--- config.mk ---
export PLATFORM = sky130hd
export DESIGN_NAME = mmio_sonar_bridge
export DESIGN_NICKNAME = d
export VERILOG_FILES = /design/src/rtl/mmio_pkg.sv /design/src/rtl/echo_capture.sv /design/src/rtl/mmio_sonar_bridge.sv
export SDC_FILE = /design/constraint.sdc
export NUM_CORES = 1
export LEC_CHECK = 0
export BUFFER_PORTS_ARGS = -buffer_cell sky130_fd_sc_hd__buf_2
export CORE_ASPECT_RATIO = 1.25
export CORE_MARGIN = 2
export CORE_UTILIZATION = 45
export DETAILED_ROUTE_END_ITERATION = 6
export GPL_TIMING_DRIVEN = 0
export HOLD_SLACK_MARGIN = 0.06
export PLACE_DENSITY_LB_ADDON = 0.15
export REMOVE_ABC_BUFFERS = 1
export SLEW_MARGIN = 25
export SYNTH_ARGS = -nofsm -noshare
export SYNTH_HDL_FRONTEND = slang
export SYNTH_SLANG_ARGS = --single-unit
--- constraint.sdc ---
create_clock -name CLK -period 2.32 [get_ports CLK]
set_clock_uncertainty 0.05 [all_clocks]
set_input_delay 0.464 -clock CLK [delete_from_list [all_inputs] [get_ports CLK]]
set_output_delay 0.464 -clock CLK [all_outputs]
set_load 0.03 [all_outputs]
--- src/rtl/mmio_pkg.sv ---
// Shared definitions for the MMIO/sonar bridge: register offsets inside the
// MMIO window and the per-channel echo capture state encoding.
package mmio_pkg;

   localparam logic [3:0] OFF_LED        = 4'h0;
   localparam logic [3:0] OFF_CYC        = 4'h1;
   localparam logic [3:0] OFF_STAT       = 4'h2;
   localparam logic [3:0] OFF_WIDTH_BASE = 4'h8;

   typedef enum logic [1:0] {
      IDLE     = 2'd0,
      MEAS     = 2'd1,
      WAIT_LOW = 2'd2
   } ch_state_e;

endpackage

--- src/rtl/echo_capture.sv ---
// One sonar echo channel: 2-FF synchroniser, edge detect, pulse-width counter
// with timeout, and a width/valid result pair that software can clear.
module echo_capture
   import mmio_pkg::*;
#(
   parameter int unsigned TIMEOUT = 1_500_000,
   parameter int unsigned CNT_W   = $clog2(TIMEOUT + 1)
) (
   input  logic             clk,
   input  logic             rst_n,
   input  logic             echo,
   input  logic             clr,
   output logic [CNT_W-1:0] width,
   output logic             valid
);

   // [1:0] is the synchroniser, [2] holds the previous synchronised level.
   logic [2:0]       sync_q, sync_d;
   ch_state_e        state_q, state_d;
   logic [CNT_W-1:0] cnt_q, cnt_d;
   logic [CNT_W-1:0] width_q, width_d;
   logic             valid_q, valid_d;
   logic             level, rise, set_valid;

   assign level = sync_q[1];
   assign rise  = sync_q[1] & ~sync_q[2];

   // NOTE: every signal driven here gets a default first, so no path can
   // leave it unassigned and infer a latch.
   always_comb begin
      sync_d    = {sync_q[1:0], echo};
      state_d   = state_q;
      cnt_d     = cnt_q;
      width_d   = width_q;
      set_valid = 1'b0;

      unique case (state_q)
         IDLE: begin
            if (rise) begin
               state_d = MEAS;
               cnt_d   = CNT_W'(1);
            end
         end
         MEAS: begin
            if (level) begin
               if (cnt_q < CNT_W'(TIMEOUT - 1)) begin
                  cnt_d = cnt_q + CNT_W'(1);
               end else begin
                  width_d   = CNT_W'(TIMEOUT);
                  set_valid = 1'b1;
                  state_d   = WAIT_LOW;
               end
            end else begin
               width_d   = cnt_q;
               set_valid = 1'b1;
               state_d   = IDLE;
            end
         end
         WAIT_LOW: begin
            if (!level) state_d = IDLE;
         end
         default: state_d = IDLE;
      endcase

      // A fresh capture beats a same-cycle software clear.
      valid_d = set_valid | (valid_q & ~clr);
   end

   // NOTE: state registers use non-blocking assignments so every flop samples
   // the pre-edge values regardless of statement order.
   always_ff @(posedge clk or negedge rst_n) begin
      if (!rst_n) begin
         sync_q  <= '0;
         state_q <= IDLE;
         cnt_q   <= '0;
         width_q <= '0;
         valid_q <= 1'b0;
      end else begin
         sync_q  <= sync_d;
         state_q <= state_d;
         cnt_q   <= cnt_d;
         width_q <= width_d;
         valid_q <= valid_d;
      end
   end

   assign width = width_q;
   assign valid = valid_q;

endmodule

--- src/rtl/mmio_sonar_bridge.sv ---
// Data-memory-side bridge: splits processor dmem accesses between RAM and an
// MMIO window holding LEDs, a cycle counter and NUM_CH echo width captures.
module mmio_sonar_bridge
   import mmio_pkg::*;
#(
   parameter int unsigned ADDR_W  = 12,
   parameter int unsigned DATA_W  = 32,
   parameter int unsigned LED_W   = 16,
   parameter int unsigned NUM_CH  = 4,
   parameter int unsigned TIMEOUT = 1_500_000
) (
   input  logic              CLK,
   input  logic              CPU_RESETN,
   input  logic              wren,
   input  logic [ADDR_W-1:0] address_dmem,
   input  logic [DATA_W-1:0] data,
   output logic [DATA_W-1:0] q_dmem,
   output logic              ram_wEn,
   output logic [ADDR_W-2:0] ram_addr,
   output logic [DATA_W-1:0] ram_dataIn,
   input  logic [DATA_W-1:0] ram_dataOut,
   input  logic [NUM_CH-1:0] echo,
   output logic [LED_W-1:0]  LED
);

   localparam int unsigned CNT_W = $clog2(TIMEOUT + 1);

   logic              ram_sel;
   logic              mmio_wr, mmio_rd;
   logic [3:0]        off;
   logic              sel_q, sel_d;
   logic [LED_W-1:0]  led_q, led_d;
   logic [DATA_W-1:0] cyc_q, cyc_d;
   logic [DATA_W-1:0] mmio_rdata_q, mmio_rdata_d;
   logic [NUM_CH-1:0] valid, clr;
   logic [CNT_W-1:0]  width [NUM_CH];

   assign ram_sel    = ~address_dmem[ADDR_W-1];
   assign off        = address_dmem[3:0];
   assign mmio_wr    = wren & ~ram_sel;
   assign mmio_rd    = ~wren & ~ram_sel;
   assign ram_wEn    = wren & ram_sel;
   assign ram_addr   = address_dmem[ADDR_W-2:0];
   assign ram_dataIn = data;

   always_comb begin
      sel_d = ram_sel;
      cyc_d = cyc_q + DATA_W'(1);
      led_d = led_q;
      if (mmio_wr && off == OFF_LED) led_d = data[LED_W-1:0];

      // Status W1C and width-register reads both retire a channel's result.
      clr = '0;
      for (int unsigned ch = 0; ch < NUM_CH; ch++) begin
         if (mmio_wr && off == OFF_STAT && data[ch]) clr[ch] = 1'b1;
         if (mmio_rd && off == 4'(OFF_WIDTH_BASE + ch)) clr[ch] = 1'b1;
      end

      mmio_rdata_d = '0;
      case (off)
         OFF_LED:  mmio_rdata_d = DATA_W'(led_q);
         OFF_CYC:  mmio_rdata_d = cyc_q;
         OFF_STAT: mmio_rdata_d = DATA_W'(valid);
         default:  mmio_rdata_d = '0;
      endcase
      for (int unsigned ch = 0; ch < NUM_CH; ch++) begin
         if (off == 4'(OFF_WIDTH_BASE + ch)) mmio_rdata_d = DATA_W'(width[ch]);
      end
   end

   always_ff @(posedge CLK or negedge CPU_RESETN) begin
      if (!CPU_RESETN) begin
         sel_q        <= 1'b0;
         led_q        <= '0;
         cyc_q        <= '0;
         mmio_rdata_q <= '0;
      end else begin
         sel_q        <= sel_d;
         led_q        <= led_d;
         cyc_q        <= cyc_d;
         mmio_rdata_q <= mmio_rdata_d;
      end
   end

   // RAM data already arrives one cycle late, so both paths line up here.
   assign q_dmem = sel_q ? ram_dataOut : mmio_rdata_q;
   assign LED    = led_q;

   for (genvar g = 0; g < int'(NUM_CH); g++) begin : g_ch
      echo_capture #(
         .TIMEOUT (TIMEOUT)
      ) u_cap (
         .clk   (CLK),
         .rst_n (CPU_RESETN),
         .echo  (echo[g]),
         .clr   (clr[g]),
         .width (width[g]),
         .valid (valid[g])
      );
   end

endmodule

---- Word-level counts from Yosys, hierarchy flattened ----
Index checks and enable logic that the tools add are counted.
cells by class
  bitwise logic cells ..................... 25
  $lt $le $gt $ge ......................... 4
  reduce and logical (&&, ||, !) cells .... 31
  $add $sub $neg .......................... 5
  equal/unequal tests ..................... 38
  mux-type cells .......................... 70
operator list
  cell                                           number
  two-way mux 21 bit                             20
  one-hot mux 21 bit (2 select lines)            4
  two-way mux 32 bit                             5
  one-hot mux 32 bit (3 select lines)            1
  adder 21 x 1 -> 21 bit, second input constant  4
  < comparator 21 bit, second input constant     4
  adder 32 x 1 -> 32 bit, second input constant  1
  two-way mux 2 bit                              16
  != test 2 x 1 -> 1 bit, second input constant  12
  one-hot mux 2 bit (3 select lines)             4
  two-way mux 1 bit                              20
  == test 4 bit, second input constant           4
  != test 2 bit, second input constant           8
  AND reduction 4 bit                            4
  != test 3 bit, second input constant           4
  AND reduction 3 bit                            4
  bitwise AND 1 bit                              11
  logical AND 1 bit                              10
  NOT 1 bit                                      10
  == test 2 x 1 -> 1 bit, second input constant  4
  == test 2 bit, second input constant           4
  logical NOT 2 bit                              4
  AND reduction 2 bit                            4
  nonzero test 2 bit                             4
  4 further kinds                                7
word-level totals
  bits of input ports ..................... 83
  output and inout bits ................... 92
  register bits after elaboration ......... 273

---- Logic depth before layout (Yosys ltp) ----
Gate-level depths: netlist of run 1.
  depth in word-level cells ............... 8
  mapped depth ............................ 9
  gate-level depth less buffers ........... 7

---- By module ----
From an unflattened synthesis of run 1, not the netlist that was laid out.
unflattened totals
  cell total of the unflattened synthesis .. 1,316
  area total of the unflattened synthesis .. 14,031.0 µm²
modules (own cells, without submodules)
  module             instances  cells an instance  area each (µm²)
  echo_capture       4          220                2,351.0
  mmio_sonar_bridge  1          436                4,626.9

---- Worst setup path before layout of run 1 ----
OpenSTA, ideal clock, no wires.
  kind .................................... input-to-reg
  start ................................... input port address_dmem[0]
  end ..................................... register led_q[10], in the netlist LED[10]
  path buffers ............................ 3
  arrival ................................. 1.979 ns
  cell stages on the path ................. 6
  slack ................................... 0.167 ns
  setup time .............................. 0.125 ns
  cell sequence ........................... clkbuf_1 nor4_2 and3_1 buf_2 buf_4 mux2_2
on the way
  word-level cells in the longest chain between the ends .. 2
ends and longest elaborated chain
  what                  RTL line                 source
  start, declared       mmio_sonar_bridge.sv:15  input logic [ADDR_W-1:0] address_dmem,
  logical NOT 4 bit     mmio_sonar_bridge.sv:50  if (mmio_wr && off == OFF_LED) led_d = data[LED_W-1:0];
  logical AND 1 bit     mmio_sonar_bridge.sv:50
  end signal, assigned  mmio_sonar_bridge.sv:79  led_q <= led_d;
  end, declared         mmio_sonar_bridge.sv:32  logic [LED_W-1:0] led_q, led_d;
Every way passes these cells.
A chain may end at the register's enable or synchronous reset.

---- Worst setup path in the final report of run 1 ----
  start ................................... register sel_q
  end ..................................... output port q_dmem[19]
on the way
  word-level cells in the longest chain between the ends .. 1
ends and longest elaborated chain
  what                    RTL line                 source
  start, declared         mmio_sonar_bridge.sv:31  logic sel_q, sel_d;
  start signal, assigned  mmio_sonar_bridge.sv:78  sel_q <= sel_d;
  two-way mux 32 bit      mmio_sonar_bridge.sv:86  assign q_dmem = sel_q ? ram_dataOut : mmio_rdata_q;
  end, declared           mmio_sonar_bridge.sv:17  output logic [DATA_W-1:0] q_dmem,
Every way passes these cells.

==> summary.txt, run 1 <==
Detailed routing
  • Routed len/inst: 20.1 um
  • ANT nets after route: 0
  • Total Wirelength: 35.7 mm
  • Total number of vias: 10,378
  • First-pass iteration count of the detailed router: 5
  • Initial DRC count: 713
  • DRC viols: 0
  • Drt via density: between 5 and 6

Global route
  • Initial antenna violation count: 0
  • Overflow after GRT: 0
  • Vias in the first global route: 10,063
  • GRT Util Overall: 23.0%
  • Largest net degree at the start of global routing: 86
  • First-pass GRT wire length: 56.2 mm

STA
  • Pins over their slew limit: 0
  • Unrepaired setup endpoints after global routing: yes
  • Final WS setup: about 82 ps
  • Relative slew slack: 37.5%
  • Setup TNS: 0 ps
  • Final Cycle Share: 96.4%
  • Final setup violation count: 0
  • Post-route minimum period: 2240 ps
  • Fmax: 447 MHz
  • Final hold vios: 0
  • Measured slew at the worst slew-check pin: ~930 ps

Synthesis
  • Yosys top cell area share: 51.3%
  • Most used DFF post-synth: dfrtp_1
  • Post-synth ARST share: between 90% and 100%
  • Top post-synthesis cells by area: dfrtp_1 (51%), mux2_2 (4.2%), nand2_1 (3.5%), a22o_1 (3.3%), nand3_1 (2.8%)
  • Library cells used by synthesis: 76
  • Cell taking the most area after synthesis: dfrtp_1
  • Mapped Cells: about 1,300
  • YS warnings: 0
  • EDFF count, synth: 0
  • Synthesized flop and latch total: 273
  • Top-count cell post-synth: dfrtp_1
  • Post-Syn Area: 13,300 um^2
  • Synth cell count leaders: dfrtp_1 (273), nand2_1 (125), nand3_1 (74), nor2_1 (68), o21ai_0 (52)
  • Sequential-to-total area share from yosys stat: 51.3%
  • Synth Area per Inst: 10.4 um^2

Critical path
  • Crit start category: flip-flop
  • Worst path arrival time: between 1500 and 2000 ps
  • Crit end category: output pin
  • CP max FO: 16
  • Critical path class: flip-flop to output pin
  • Worst path required time: 1810 ps

CTS
  • Clk_lat worst skew: 570 ps
  • Number of H-tree levels: 1
  • Clock sinks: 273
  • Maximum buffer depth of the clock tree: 3
  • Clock-pin slew on the worst setup and hold paths: 70 ps
  • CTS tree: done
  • CTS Buf Count: 30
  • Clk root buf: clkbuf_16

Die
  • Chip width: 158 um
  • Full die area: 31,000 um^2
  • Initial core utilization: 45.7%
  • Floorplan Core Area: 29,200 um^2
  • Die Ht: 196 um
  • # rows: 70
  • I/O pin cnt: roughly 180

Power
  • Static Leak: 6.81 nW
  • Ratio of total power to cell area: 870 nW/um^2
  • Tot Pwr: 13.4 mW
  • Peak supply drop: roughly 0.00058 V

Placed design
  • Number of port buffers: 128
  • Placed insts: 1,700
  • GP Congestion: 0.853
  • DPL Wire Length: 24.7 mm
  • Dpl ws: -577 ps

Cells and area
  • Total Nets Final: 1,440
  • Filler cells: 2,638
  • Area Growth Syn to Fin: 15.5%
  • Ratio of cells with drive above 1 in the final layout: 22.8%
  • N_diodes: 0
  • Non-Filler Instances: 1,771

Job
  • Max Cap Viol: 0

Status
  • Status: completed

Min path
  • Hold Path Class: primary input to flip-flop
-- power by group --
part	internal, mW	switching (mW)
registers	5.40	0.569
clock network	3.06	1.95
logic	0.914	1.49
total	9.37	4.01
-- cells in the final DEF (no fill, tap or decap), types with 14 or more instances in the layout --
master and n:
nand3_1 71, o21ai_0 52, and2_1 18, a31oi_1 40
mux2_2 50, buf_2 127, a22oi_1 20, nor3_1 14
nand4_1 28, a21oi_1 33, inv_1 26, and3_1 24
nand2_1 123, xnor2_1 18, a22o_1 50, clkbuf_16 31
nor2_1 64, dfrtp_1 271, o22a_1 36
-- timing repair --
action | 4_1_cts | 5_1_grt
hold buffers | 6 | 0
setup buffers | 7 | 3
resized for setup | 11 | 16
pin swaps | 3 | 2
hold endpoints to repair | 58 | 0
setup endpoints to repair | 129 | 93
-- kinds of logic after synthesis --
| group | count (synthesis) | share of synthesized area, % |
|---|---|---|
| simple gates | 434 | 16.6 |
| compound gates | 345 | 19.5 |
| flops | 273 | 51.3 |
| buf+inv | 144 | 5.62 |
| mux | 53 | 4.45 |
| xor+xnor | 31 | 2.04 |
| fa+ha+maj | 5 | 0.470 |
-- final timing paths --
check	depth (start not counted)	endpoint	slack, ps	startpoint
worst max-delay path	3	q_dmem[19]	80	sel_q
worst min-delay path	2	LED[4]	80	data[4]
worst max register to register	6	g_ch[0].u_cap.cnt_q[6]	90	g_ch[0].u_cap.cnt_q[0]
worst min register to register	0	g_ch[2].u_cap.sync_q[1]	300	g_ch[2].u_cap.sync_q[0]
max in group asynchronous	4	sel_q	740	CPU_RESETN
min in group asynchronous	2	mmio_rdata_q[31]	380	CPU_RESETN
-- flip-flops by register name, indices dropped and copies added, names as in the netlist --
register            cells
LED                    16
cyc_q                  32
g_ch.u_cap.cnt_q       84
g_ch.u_cap.state_q      8
g_ch.u_cap.sync_q      12
g_ch.u_cap.valid        4
g_ch.u_cap.width       84
mmio_rdata_q           32
sel_q                   1
-- per-layer routing --
layer | wire length [um] | part of all wire (%) | global-route usage (%)
met1 | 15400 | 43 | 31.0
met4 | 766 | 2.1 | 6.87
met3 | 1740 | 4.9 | 3.20
met5 | 0 | 0 | 0
met2 | 17800 | 50 | 38.6
-- area by class of cell --
cell class | count | area, um^2 | area share (%)
multi-input combinational | 868 | 5920 | 38.5
clock inverter | 9 | 133 | 0.862
clock buffer | 46 | 922 | 6.00
tap | 396 | 495 | 3.22
sequential | 273 | 6840 | 44.5
timing repair buffer | 153 | 970 | 6.31
inverter | 26 | 97.6 | 0.635
-- through the flow --
stage	area [um^2]	utilization, %	hold slack [ps]
after floorplan	12700	-	118
after global placement	13800	47.3	284
after detailed placement	14000	48.0	286
after CTS	15300	52.3	63.4
after global routing	15400	52.7	84.4
final	15400	52.7	82.2
-- worst max-delay path, stage by stage, from the launching register on --
cell     delay (ps)
dfrtp_4         450
buf_12          160
mux2_2          340
buf_2           180
Note: power is estimated with default switching activity, not from simulation.
==> run 2: changes to the inputs <==
--- a/config.mk
+++ b/config.mk
@@ -6,7 +6,6 @@
 export NUM_CORES = 1
 export LEC_CHECK = 0
 export BUFFER_PORTS_ARGS = -buffer_cell sky130_fd_sc_hd__buf_2
-export CORE_ASPECT_RATIO = 1.25
 export CORE_MARGIN = 2
 export CORE_UTILIZATION = 45
 export DETAILED_ROUTE_END_ITERATION = 6
==> run 2 against run 1 <==
  * Sequential cell count unchanged
  * Setup slack better by 5.3 ps
  * Global-route usage about the same
  * Die area about the same
  * Final cell count down 0.40%
  * Clock power down 5.4%
  * Via count up 2.4%
  * Worst hold slack better by 13 ps
  * Highest routed layer unchanged
==> summary.txt, run 2 (synthesis gave the netlist of run 1 again) <==
Cells and area
  • Commonest non-fill, non-tap cell in the layout: dfrtp_1
  • Non-Filler Instances: 1,764 (-0.40%)
  • Filler cells: 2,537 (-3.8%)
  • N_diodes: 0 (unchanged)
  • Ratio of cells with drive above 1 in the final layout: 23.1% (+0.35 points)
  • Leading cell types in the layout, fill and taps excluded: dfrtp_1 (271), buf_2 (127), nand2_1 (122)
  • Area Growth Syn to Fin: 15.3%
  • Total Nets Final: 1,445 (+0.35%)

Global route
  • Overflow after GRT: 0 (unchanged)
  • First-pass GRT wire length: 56.8 mm (+1.0%)
  • Largest net degree at the start of global routing: 89 (+3.5%)
  • Vias in the first global route: 10,012 (-0.51%)
  • GRT Util Overall: 23.0% (about the same)
  • Initial antenna violation count: 0 (unchanged)

CTS
  • Clk root buf: clkbuf_16
  • Clock sinks: 273 (unchanged)
  • Maximum buffer depth of the clock tree: 3 (unchanged)
  • CTS tree: done
  • CTS Buf Count: 30 (unchanged)
  • Number of H-tree levels: 1 (unchanged)
  • Clk_lat worst skew: 550 ps (-20 ps)
  • Clock-pin slew on the worst setup and hold paths: 60 ps (about the same)

Status
  • Status: completed

Detailed routing
  • Routed len/inst: 20.3 um (+0.73%)
  • Initial DRC count: 1,098 (+54%)
  • DRC viols: 0 (unchanged)
  • Total Wirelength: 35.8 mm (+0.34%)
  • Total number of vias: 10,632 (+2.4%)
  • ANT nets after route: 0 (unchanged)
  • Drt via density: 6.03 (+2.9%)
  • First-pass iteration count of the detailed router: 5 (unchanged)

Critical path
  • Crit start category: flip-flop
  • Worst-path cell chain: nor3_2 -> nand2_1 -> o21ai_4 -> nand2_2 -> or4_1 -> o211ai_1
  • Critical path class: flip-flop to flip-flop
  • Crit end category: flip-flop
  • RR Endpoint: g_ch[0].u_cap.cnt_q[6]
  • Critical path buffers and inverters: 0 (-2)
  • CP max stage cell: or4_1
  • RR Startpoint: g_ch[0].u_cap.cnt_q[11]
  • R2r setup slk: 90 ps (about the same)
  • Worst path arrival time: 2650 ps (+930 ps)
  • Crit path max-delay family: simple AND/OR/NAND/NOR gates
  • Critical Path Max Stage Delay: 540 ps (+90 ps)
  • R2R cell count: 6 (unchanged)
  • Worst path required time: 2740 ps (+930 ps)
  • CP max FO: 9 (-7)

STA
  • Final Cycle Share: 96.2% (-0.23 points)
  • Relative slew slack: 33.6% (-4.0 points)
  • Final hold vios: 0 (unchanged)
  • Pins over their slew limit: 0 (unchanged)
  • Fmax: 448 MHz (+0.24%)
  • Final hold slack: 95.2 ps (+13.0 ps)
  • Measured slew at the worst slew-check pin: 993 ps (+59.4 ps)
  • Final setup violation count: 0 (unchanged)
  • Post-route minimum period: 2230 ps (-5.27 ps)

Die
  • Full die area: 31,000 um^2 (about the same)
  • # rows: 62 (-11%)
  • Initial core utilization: 46.0% (+0.36 points)
  • Chip width: 176 um (+12%)
  • Die Ht: 176 um (-10%)
  • I/O pin cnt: 175 (unchanged)
  • Floorplan Core Area: 28,900 um^2 (-0.79%)

Power
  • Static Leak: 6.84 nW (+0.32%)
  • Peak supply drop: 0.000571 V (-0.94%)
  • Ratio of total power to cell area: 858 nW/um^2 (-1.3%)

Placed design
  • Placed insts: 1,690 (-0.59%)
  • DPL Wire Length: 24.6 mm (-0.57%)
  • Number of port buffers: 128 (unchanged)
  • GP Congestion: 0.851 (-0.19%)

Min path
  • Hold endpoint: sel_q
  • HP Start: address_dmem[11]
  • Hold Path Class: primary input to flip-flop
  • Hold Path Cell Cnt: 2 (unchanged)

Job
  • Max Cap Viol: 0 (unchanged)
run 2: cell types whose count changed in the layout (fill, tap and decap cells not counted), moves of 3 or more:
| cell | change |
|---|---|
| nor3_2 | -3 |
| clkbuf_8 | -4 |
| clkinv_2 | +7 |
| nor3_1 | +3 |
| clkinvlp_4 | -3 |
| buf_4 | +4 |
run 2: report_power, final:
part / internal (mW) / switching (mW)
logic: 0.925 / 1.54
registers: 5.40 / 0.577
clock network: 2.82 / 1.92
total: 9.14 / 4.03
run 2: worst register-to-register path, stage by stage, from the launching register on:
cell	delay, ps
dfrtp_1	450
nor3_2	310
nand2_1	150
o21ai_4	360
nand2_2	190
or4_1	540
o211ai_1	110
run 2: area by class of cell:
class | instances | area [um^2] | area share [%]
clock buffers | 42 | 867 | 5.65
repair buffers | 158 | 1000 | 6.55
well taps | 384 | 480 | 3.13
clock inverters | 13 | 124 | 0.807
flip-flops and latches | 273 | 6830 | 44.5
multi-input cells | 868 | 5940 | 38.7
inverters | 26 | 97.6 | 0.636
run 2: timing repair:
action / CTS / global route
setup endpoints to repair: 133 / 111
hold buffers: 5 / 0
pin swaps: 2 / 2
endpoints found under the hold margin: 44 / 0
setup buffers: 4 / 10
gates resized for setup: 8 / 23
run 2: through the flow:
stage | power, mW | setup WS (ps) | TNS [ps] | instance area (um^2) | utilization (%)
2_1_floorplan | 7.38 | -109 | -2100 | 12700 | -
5_1_grt | 13.8 | -8.42 | -11.7 | 15300 | 53.0
3_3_place_gp | 8.31 | -4440 | -1310510 | 13800 | 47.6
6_report | 13.2 | 87.6 | 0 | 15300 | 53.0
4_1_cts | 13.2 | 0.855 | 0 | 15100 | 52.3
3_5_place_dp | 8.41 | -677 | -26800 | 14000 | 48.5
run 2: worst max-delay path by stage:
stage | startpoint | end | slack (ps) | depth (start not counted)
floorplan | address_dmem[0] | LED[0] | -110 | 3
detailed placement | address_dmem[1] | LED[5] | -680 | 4
CTS | g_ch[0].u_cap.cnt_q[19] | g_ch[0].u_cap.cnt_q[17] | 0.9 | 6
global route | g_ch[0].u_cap.cnt_q[11] | g_ch[0].u_cap.cnt_q[6] | -8 | 6
global placement | CPU_RESETN | g_ch[3].u_cap.cnt_q[19] | -4440 | 1
finish | g_ch[0].u_cap.cnt_q[11] | g_ch[0].u_cap.cnt_q[6] | 90 | 6
run 2: routing by layer:
metal / part of all wire, % / GRT usage, % / vias up
met5: 0 / 0 / -
met4: 1.5 / 5.13 / 0
met3: 6.9 / 3.29 / 39
met2: 44 / 34.8 / 416
met1: 47 / 35.3 / 5274
li1: - / - / 4903
